**src/rtl/vga_pkg.sv**
```systemverilog
// Shared 640x480 VGA timing constants and the pattern selector type.
package vga_pkg;

  localparam int H_VISIBLE    = 640;
  localparam int H_SYNC_START = 656;
  localparam int H_SYNC_END   = 751;
  localparam int H_TOTAL      = 800;
  localparam int V_VISIBLE    = 480;
  localparam int V_SYNC_START = 490;
  localparam int V_SYNC_END   = 491;
  localparam int V_TOTAL      = 525;

  typedef enum logic [1:0] {
    PAT_STRIPES = 2'd0,
    PAT_BARS    = 2'd1,
    PAT_CHECKER = 2'd2,
    PAT_BLANK   = 2'd3
  } pat_t;

  // BLANK rolls over to STRIPES through the natural 2-bit wrap.
  function automatic pat_t pat_next(input pat_t p);
    return pat_t'(p + 2'd1);
  endfunction

endpackage

```
**src/rtl/vga_timing.sv**
```systemverilog
// Pixel divider, raster counters and registered sync/video-enable/frame strobes.
module vga_timing
  import vga_pkg::*;
#(
  parameter int CLK_DIV  = 2,
  parameter int H_VIS    = H_VISIBLE,
  parameter int H_SYNC_S = H_SYNC_START,
  parameter int H_SYNC_E = H_SYNC_END,
  parameter int H_TOT    = H_TOTAL,
  parameter int V_VIS    = V_VISIBLE,
  parameter int V_SYNC_S = V_SYNC_START,
  parameter int V_SYNC_E = V_SYNC_END,
  parameter int V_TOT    = V_TOTAL
) (
  input  logic       clk,
  input  logic       rst_n,
  output logic [9:0] hc,
  output logic [9:0] vc,
  output logic       hsync,
  output logic       vsync,
  output logic       vidon,
  output logic       pix_tick,
  output logic       frame_start
);

  localparam int              DIV_W    = (CLK_DIV > 1) ? $clog2(CLK_DIV) : 1;
  localparam logic [DIV_W-1:0] DIV_LAST = DIV_W'(CLK_DIV - 1);
  localparam logic [9:0]      H_LAST   = 10'(H_TOT - 1);
  localparam logic [9:0]      V_LAST   = 10'(V_TOT - 1);
  localparam logic [9:0]      HV       = 10'(H_VIS);
  localparam logic [9:0]      HSS      = 10'(H_SYNC_S);
  localparam logic [9:0]      HSE      = 10'(H_SYNC_E);
  localparam logic [9:0]      VV       = 10'(V_VIS);
  localparam logic [9:0]      VSS      = 10'(V_SYNC_S);
  localparam logic [9:0]      VSE      = 10'(V_SYNC_E);

  logic [DIV_W-1:0] div;
  logic             tick;
  logic             h_wrap;
  logic             v_wrap;
  logic [9:0]       hc_nxt;
  logic [9:0]       vc_nxt;

  assign tick   = (div == DIV_LAST);
  assign h_wrap = (hc == H_LAST);
  assign v_wrap = (vc == V_LAST);

  // NOTE: every always_comb output gets a default first, so no path can infer a latch.
  always_comb begin
    hc_nxt = hc;
    vc_nxt = vc;
    if (tick) begin
      hc_nxt = h_wrap ? 10'd0 : hc + 10'd1;
      if (h_wrap) vc_nxt = v_wrap ? 10'd0 : vc + 10'd1;
    end
  end

  // Decodes use the next counter values so each flag lines up with the hc/vc it describes.
  // NOTE: sequential state uses non-blocking assignments so all registers sample pre-edge values.
  always_ff @(posedge clk or negedge rst_n) begin
    if (!rst_n) begin
      div         <= '0;
      hc          <= '0;
      vc          <= '0;
      hsync       <= 1'b1;
      vsync       <= 1'b1;
      vidon       <= 1'b1;
      pix_tick    <= 1'b0;
      frame_start <= 1'b0;
    end else begin
      div         <= tick ? '0 : div + DIV_W'(1);
      hc          <= hc_nxt;
      vc          <= vc_nxt;
      pix_tick    <= tick;
      frame_start <= tick & h_wrap & v_wrap;
      vidon       <= (hc_nxt < HV) && (vc_nxt < VV);
      hsync       <= !((hc_nxt >= HSS) && (hc_nxt <= HSE));
      vsync       <= !((vc_nxt >= VSS) && (vc_nxt <= VSE));
    end
  end

endmodule

```
**src/rtl/vga_frame_sequencer.sv**
```systemverilog
// VGA raster timing plus a frame-synchronous pattern selector (manual or auto-cycling).
module vga_frame_sequencer
  import vga_pkg::*;
#(
  parameter int CLK_DIV      = 2,
  parameter int DWELL_FRAMES = 120,
  parameter int H_VIS        = H_VISIBLE,
  parameter int H_SYNC_S     = H_SYNC_START,
  parameter int H_SYNC_E     = H_SYNC_END,
  parameter int H_TOT        = H_TOTAL,
  parameter int V_VIS        = V_VISIBLE,
  parameter int V_SYNC_S     = V_SYNC_START,
  parameter int V_SYNC_E     = V_SYNC_END,
  parameter int V_TOT        = V_TOTAL
) (
  input  logic       clk,
  input  logic       rst_n,
  input  logic       auto_en,
  input  logic       next_req,
  output logic [9:0] hc,
  output logic [9:0] vc,
  output logic       hsync,
  output logic       vsync,
  output logic       vidon,
  output logic       pix_tick,
  output logic       frame_start,
  output logic [1:0] pat_sel
);

  localparam int                 DWELL_W    = (DWELL_FRAMES > 1) ? $clog2(DWELL_FRAMES) : 1;
  localparam logic [DWELL_W-1:0] DWELL_LAST = DWELL_W'(DWELL_FRAMES - 1);

  pat_t               state;
  pat_t               state_nxt;
  logic               req_q;
  logic               req_edge;
  logic               pending;
  logic               advance;
  logic [DWELL_W-1:0] dwell_cnt;

  vga_timing #(
    .CLK_DIV (CLK_DIV),
    .H_VIS   (H_VIS),
    .H_SYNC_S(H_SYNC_S),
    .H_SYNC_E(H_SYNC_E),
    .H_TOT   (H_TOT),
    .V_VIS   (V_VIS),
    .V_SYNC_S(V_SYNC_S),
    .V_SYNC_E(V_SYNC_E),
    .V_TOT   (V_TOT)
  ) u_timing (
    .clk        (clk),
    .rst_n      (rst_n),
    .hc         (hc),
    .vc         (vc),
    .hsync      (hsync),
    .vsync      (vsync),
    .vidon      (vidon),
    .pix_tick   (pix_tick),
    .frame_start(frame_start)
  );

  // Uses the registered pending flag, so an edge in the frame_start clock waits a frame.
  assign req_edge = next_req & ~req_q;
  assign advance  = frame_start & (pending | (auto_en & (dwell_cnt == DWELL_LAST)));

  always_ff @(posedge clk or negedge rst_n) begin
    if (!rst_n) begin
      req_q     <= 1'b0;
      pending   <= 1'b0;
      dwell_cnt <= '0;
    end else begin
      req_q   <= next_req;
      pending <= req_edge | (pending & ~advance);
      if (!auto_en || advance) dwell_cnt <= '0;
      else if (frame_start)    dwell_cnt <= dwell_cnt + DWELL_W'(1);
    end
  end

  always_ff @(posedge clk or negedge rst_n) begin
    if (!rst_n) state <= PAT_STRIPES;
    else        state <= state_nxt;
  end

  always_comb begin
    state_nxt = state;
    if (advance) state_nxt = pat_next(state);
  end

  assign pat_sel = state;

endmodule

```
**config.mk**
```make
export PLATFORM = sky130hd
export DESIGN_NAME = vga_frame_sequencer
export DESIGN_NICKNAME = d
export VERILOG_FILES = /design/src/rtl/vga_pkg.sv /design/src/rtl/vga_timing.sv /design/src/rtl/vga_frame_sequencer.sv
export SDC_FILE = /design/constraint.sdc
export NUM_CORES = 1
export LEC_CHECK = 0
export ABC_AREA = 1
export CORE_MARGIN = 2
export CORE_UTILIZATION = 65
export CTS_CLUSTER_DIAMETER = 150
export DETAILED_ROUTE_END_ITERATION = 8
export DONT_BUFFER_PORTS = 1
export PLACE_DENSITY = 0.81
export SYNTH_ARGS = -nofsm -noshare
export SYNTH_HDL_FRONTEND = slang
export SYNTH_SLANG_ARGS = --single-unit
```
**constraint.sdc**
```tcl
create_clock -name clk -period 3.5 [get_ports clk]
set_clock_uncertainty 0.05 [all_clocks]
set_input_delay 0.875 -clock clk [delete_from_list [all_inputs] [get_ports clk]]
set_output_delay 0.875 -clock clk [all_outputs]
set_load 0.01 [all_outputs]
```
=== Yosys cells after proc, flatten, opt, wreduce, memory -nomap -nowiden ===
Index checks and enable logic that the tools add are counted.
W data, S select, Z words.

* Flip-flop bits (word level): 37
* Bits in latches: 0
* Memory bits (writable): 0
* Memory bits (read-only): 0
* Input bits: 4
* Word-level logic and storage cells: 52
* Memories: 0

* $add $sub $neg: 5
* Multiply operators: 0
* Divide/modulo/power cells: 0
* $lt $le $gt $ge: 6
* Equal/unequal tests: 3
* Shift operators: 0
* Muxes and demuxes: 8
* Bitwise gates (word level): 10
* Reductions and logical operators: 8

{| class="wikitable"
|+ Operators by type and width
! kind !! count
|-
| $mux W10 || 5
|-
| $add A10 B1 Y10 const B || 2
|-
| $eq A10 B10 Y1 const B || 2
|-
| $mux W7 || 2
|-
| $ge A10 B10 Y1 const B || 1
|-
| $ge A10 B9 Y1 const B || 1
|-
| $le A10 B10 Y1 const B || 1
|-
| $le A10 B9 Y1 const B || 1
|-
| $lt A10 B10 Y1 const B || 1
|-
| $lt A10 B9 Y1 const B || 1
|-
| $add A7 B1 Y7 const B || 1
|-
| $eq A7 B7 Y1 const B || 1
|-
| $and A1 B1 Y1 || 6
|-
| $logic_and A1 B1 Y1 || 3
|-
| $logic_not A1 Y1 || 3
|-
| $add A2 B1 Y2 const B || 1
|-
| $not A1 Y1 || 2
|-
| $or A1 B1 Y1 || 2
|-
| $reduce_bool A2 Y1 || 1
|-
| $add A1 B1 Y1 const B || 1
|-
| $logic_or A1 B1 Y1 || 1
|-
| $mux W1 || 1
|}

=== Longest topological paths before layout ===
* Depth in word-level cells: 7
* Gate-level depth with buffers: 13

=== Modules after synthesis ===
Synthesis repeated with hierarchy kept, for this count alone.

* Cells, all modules: 283
* Area total of the unflattened synthesis: 2,074.5 µm²

{| class="wikitable"
|+ By module, submodules not included
! module !! times used !! cells an instance !! area an instance (µm²) !! seq. area each (µm²)
|-
| vga_timing || 1 || 210 || 1,505.2 || 654.4
|-
| vga_frame_sequencer || 1 || 73 || 569.3 || 275.3
|}

=== Worst setup path after synthesis ===
Ideal clock, no wire load.

* Path kind: input -> register
* From: input auto_en
* To: register dwell_cnt[5]
* Library setup time: 120 ps
* Data arrival time: 1,528 ps
* Slack: 1,801 ps
* Cell stages on the path: 7
* Buffers on the path: 0
* Cell sequence: inv_1 -> nor2_1 -> nor2_1 -> nand3_1 -> nor2_1 -> and3_1 -> nor3_1

* Word-level cells in the longest chain between the ends: 5

{| class="wikitable"
|+ RTL lines
! item !! RTL line !! source
|-
| from (decl) || vga_frame_sequencer.sv:18 || <nowiki>input logic auto_en,</nowiki>
|-
| $and A1 B1 Y1 || vga_frame_sequencer.sv:65 || <nowiki>assign advance = frame_start & (pending | (auto_en & (dwell_cnt == DWELL_LAST)));</nowiki>
|-
| $or A1 B1 Y1 || vga_frame_sequencer.sv:65 ||
|-
| $and A1 B1 Y1 || vga_frame_sequencer.sv:65 ||
|-
| $logic_or A1 B1 Y1 (*) || vga_frame_sequencer.sv:75 || <nowiki>if (!auto_en || advance) dwell_cnt <= '0;</nowiki>
|-
| $mux W7 / $reduce_bool A2 Y1 (equally long branches) || -- ||
|-
| to (signal assigned) || vga_frame_sequencer.sv:76 || <nowiki>else if (frame_start) dwell_cnt <= dwell_cnt + DWELL_W'(1);</nowiki>
|-
| to (decl) || vga_frame_sequencer.sv:39 || <nowiki>logic [DWELL_W-1:0] dwell_cnt;</nowiki>
|}

Mark *: on every way between the ends. The rest lies on a longest branch, timed or not.
A chain may end at the register's enable or synchronous reset.

=== Final worst setup path ===
* From: register u_timing.div
* To: register u_timing.vidon

* Word-level cells in the longest chain between the ends: 3

{| class="wikitable"
|+ RTL lines
! item !! RTL line !! source
|-
| from (decl) || vga_timing.sv:37 || <nowiki>logic [DIV_W-1:0] div;</nowiki>
|-
| from (signal assigned) || vga_timing.sv:71 || <nowiki>div <= tick ? '0 : div + DIV_W'(1);</nowiki>
|-
| $mux W10 || vga_timing.sv:52 || <nowiki>if (tick) begin</nowiki>
|-
| $lt A10 B10 Y1 / $lt A10 B9 Y1 (equally long branches) || vga_timing.sv:76 || <nowiki>vidon <= (hc_nxt < HV) && (vc_nxt < VV);</nowiki>
|-
| $logic_and A1 B1 Y1 (*) || vga_timing.sv:76 ||
|-
| to (signal assigned) || vga_timing.sv:76 ||
|-
| to (decl) || vga_timing.sv:21 || <nowiki>output logic vidon,</nowiki>
|}

Marked as above.

==> reports/qor.yml <==
sta:
  timing.final.crit_period_ps: 2056
  slew_headroom_pct: 58.67
  hold_viol_final: 0
  slew_violations: 0
  final_min_period_over_clock_period_pct: 58.74
  tightest_slew_ps: 620.0
  setup_viol: 0
  max_clock_freq_mhz: 486.4
  rsz0062_at_grt: "no"
  layout_setup_ws_ps: 1444
  setup_tns_ps: 0
clock_network:
  tritoncts: "yes"
  cts_sinks: 37
  clkTransAtPathRegs_ps: 120
  cts_buffers: 5
  cts.path.max_buffers: 2
  cts_setup_buffers: 0
  cts_hold_buf: 0
  ctsResizeCount: 0
  cts_root_buffer: "clkbuf_4"
  clkLatencyLatePin_ps: 350
  htree_levels: 2
logic_synthesis:
  synth_edf_count: 0
  netlist_instances: 282
  yosysSeqAreaShare_pct: 44.54
  synth_cell_types: 32
  synth_nets: 290
  synth_commonest_cells: "81 x nand2_1, 50 x inv_1, 34 x dfrtp_1"
  syn_avg_cell_area_um2: 7.401
  synth_ff_type: "dfrtp_1"
  ys_ff_latch: 37
  synth.most_common_cell: "nand2_1"
  synthTopCellsByArea: "dfrtp_1 41%, nand2_1 15%, inv_1 9.0%, nand3_1 5.5%, nor2_1 5.0%"
  yosysTopAreaCell: "dfrtp_1"
  async_reset_ff_share_pct: 100.0
  syn_area_um2: 2087
  ys_warn_count: 0
  yosys.area.top_type_share_pct: 40.77
min_path:
  hold_path.class: "input pin to async pin"
routing:
  drtIter0Drc: 117
  antenna_left: 0
  vias_per_cell: 5.211
  avgRoutedWirePerCell_um: 12.69
  drt_first_pass_iters: 4
  route.vias.total: 1725
  routed_wl_um: 4202
  drc: 0
cells_and_area:
  nNetsFinal: 295
  num_antenna_cells: 0
  drive_gt1_share_pct: 8.711
  area_growth_pct: 4.556
worst_setup_path:
  cp_data_required_time_ps: 3750
  cp_top_family: "simple AND/OR/NAND/NOR gates"
  worstPathMaxFanout: 20
  crit_buf_inv: 1
  crit_type: "register to register"
  end_kind: "register"
  start_kind: "register"
  cp_cell_sequence: "inv_2 -> nor3_2 -> nand2_1 -> nand3_2 -> nand3_1 -> nor2_1 -> nor2_1"
  slowest_delay_ps: 760
  cpMostUsedCell: "nor2_1"
  slowest_stage: "dfrtp_1"
  critPathArrivalTime_ps: 2300
power:
  p_leak_nw: 1.167
  power_density_nw_per_um2: 307.3
  irDropWorstVdd_uv: 221.8
floorplanning:
  die_w_um: 60.67
  io_pins: 31
  design.die.area_um2: 3680
  std_cell_rows: 20
  die_h_um: 60.67
  core-area_um2: 3053
  start_util_pct: 68.36
global_routing:
  grt_pass1_wl_um: 6686
  antenna_found_initial: 0
  first_global_vias: 1438
  overflow: 0
  grt.total_usage_pct: 25.27
  grt_max_degree: 38
run:
  maxCapViolCount: 0
placement:
  gp_congestion: 0.9564
  detailedPlace.worstSlack_ps: 1490
  numPortBuffers: 0
  dpl.hpwl_um: 3173
status:
  status: "complete, no violations"
## cells by family after synthesis
logic type               synth area share [%]
AND/OR/NAND/NOR                         36.45
buffers and inverters                   10.31
flip-flops                              44.54
AO/OA/AOI/OAI                           4.197
XOR/XNOR                                2.098
adder cells (fa/ha/maj)                 2.398
## where the power goes
part / internal [mW] / leakage [nW] / switching [mW]
registers: 0.429 / 0.480 / 0.000705
logic: 0.00180 / 0.657 / 0.00380
clock network: 0.0940 / 0.0303 / 0.141
## sequential cells by signal (all words and copies together), names as in the netlist, 2 cells and up
signal       count
u_timing.hc     10
dwell_cnt        7
u_timing.vc     10
pat_sel          2
## worst paths after layout
check	start	slack, ps	cells past startpoint	to
hold / removal	rst_n	150	0	u_timing.vc[9]
setup reg to reg	u_timing.div	1440	7	u_timing.vidon
hold reg to reg	req_q	380	1	pending
max in group asynchronous	rst_n	3050	0	u_timing.vsync
setup / recovery	u_timing.div	1440	7	u_timing.vidon
min in group clk	req_q	380	1	pending
## worst register-to-register path, cell delays in order, from the launching register on
cell and delay [ps]:
dfrtp_1 760, inv_2 230, nor3_2 360, nand2_1 180
nand3_2 150, nand3_1 120, nor2_1 110, nor2_1 50
## metrics by stage
step           instances  utilization [%]  power, mW  cell area (um2)  hold WS, ps
3_5_place_dp         324            69.55     0.4436             2123        365.9
3_3_place_gp         324            69.55     0.4434             2123        356.2
6_report             331            71.48     0.6705             2182        148.4
4_1_cts              331            71.48     0.6762             2182        130.9
5_1_grt              331            71.48     0.7017             2182        108.8
2_1_floorplan        282                -     0.4424             2087        318.5
## layer usage
metal	vias to the layer above	track usage, %	wire [um]
met2	59	37.02	1919
li1	890	-	-
met1	765	34.24	1910
met4	0	11.49	99
met3	11	8.102	273
met5	-	0	0
## cell usage in the layout, fill, tap and decap left out, types with 3 or more instances in the layout
cell / n
nor2_1: 28
ha_1: 4
clkbuf_4: 5
inv_1: 50
xor2_1: 4
nand2_1: 81
nor2_2: 6
dfstp_2: 3
nand3_1: 23
a21oi_1: 5
nor3_1: 7
o21ai_0: 6
nand4_1: 9
dfrtp_1: 34
## cell type report
| cell class | instances | area (um2) |
|---|---|---|
| flip-flops and latches | 37 | 929.6 |
| clock inverters | 1 | 7.507 |
| well taps | 44 | 55.05 |
| fillers | 272 | 870.8 |
| inverters | 52 | 196.4 |
| clock buffers | 6 | 51.30 |
| multi-input cells | 191 | 942.2 |
No activity file was read; power rests on OpenSTA's default activity.
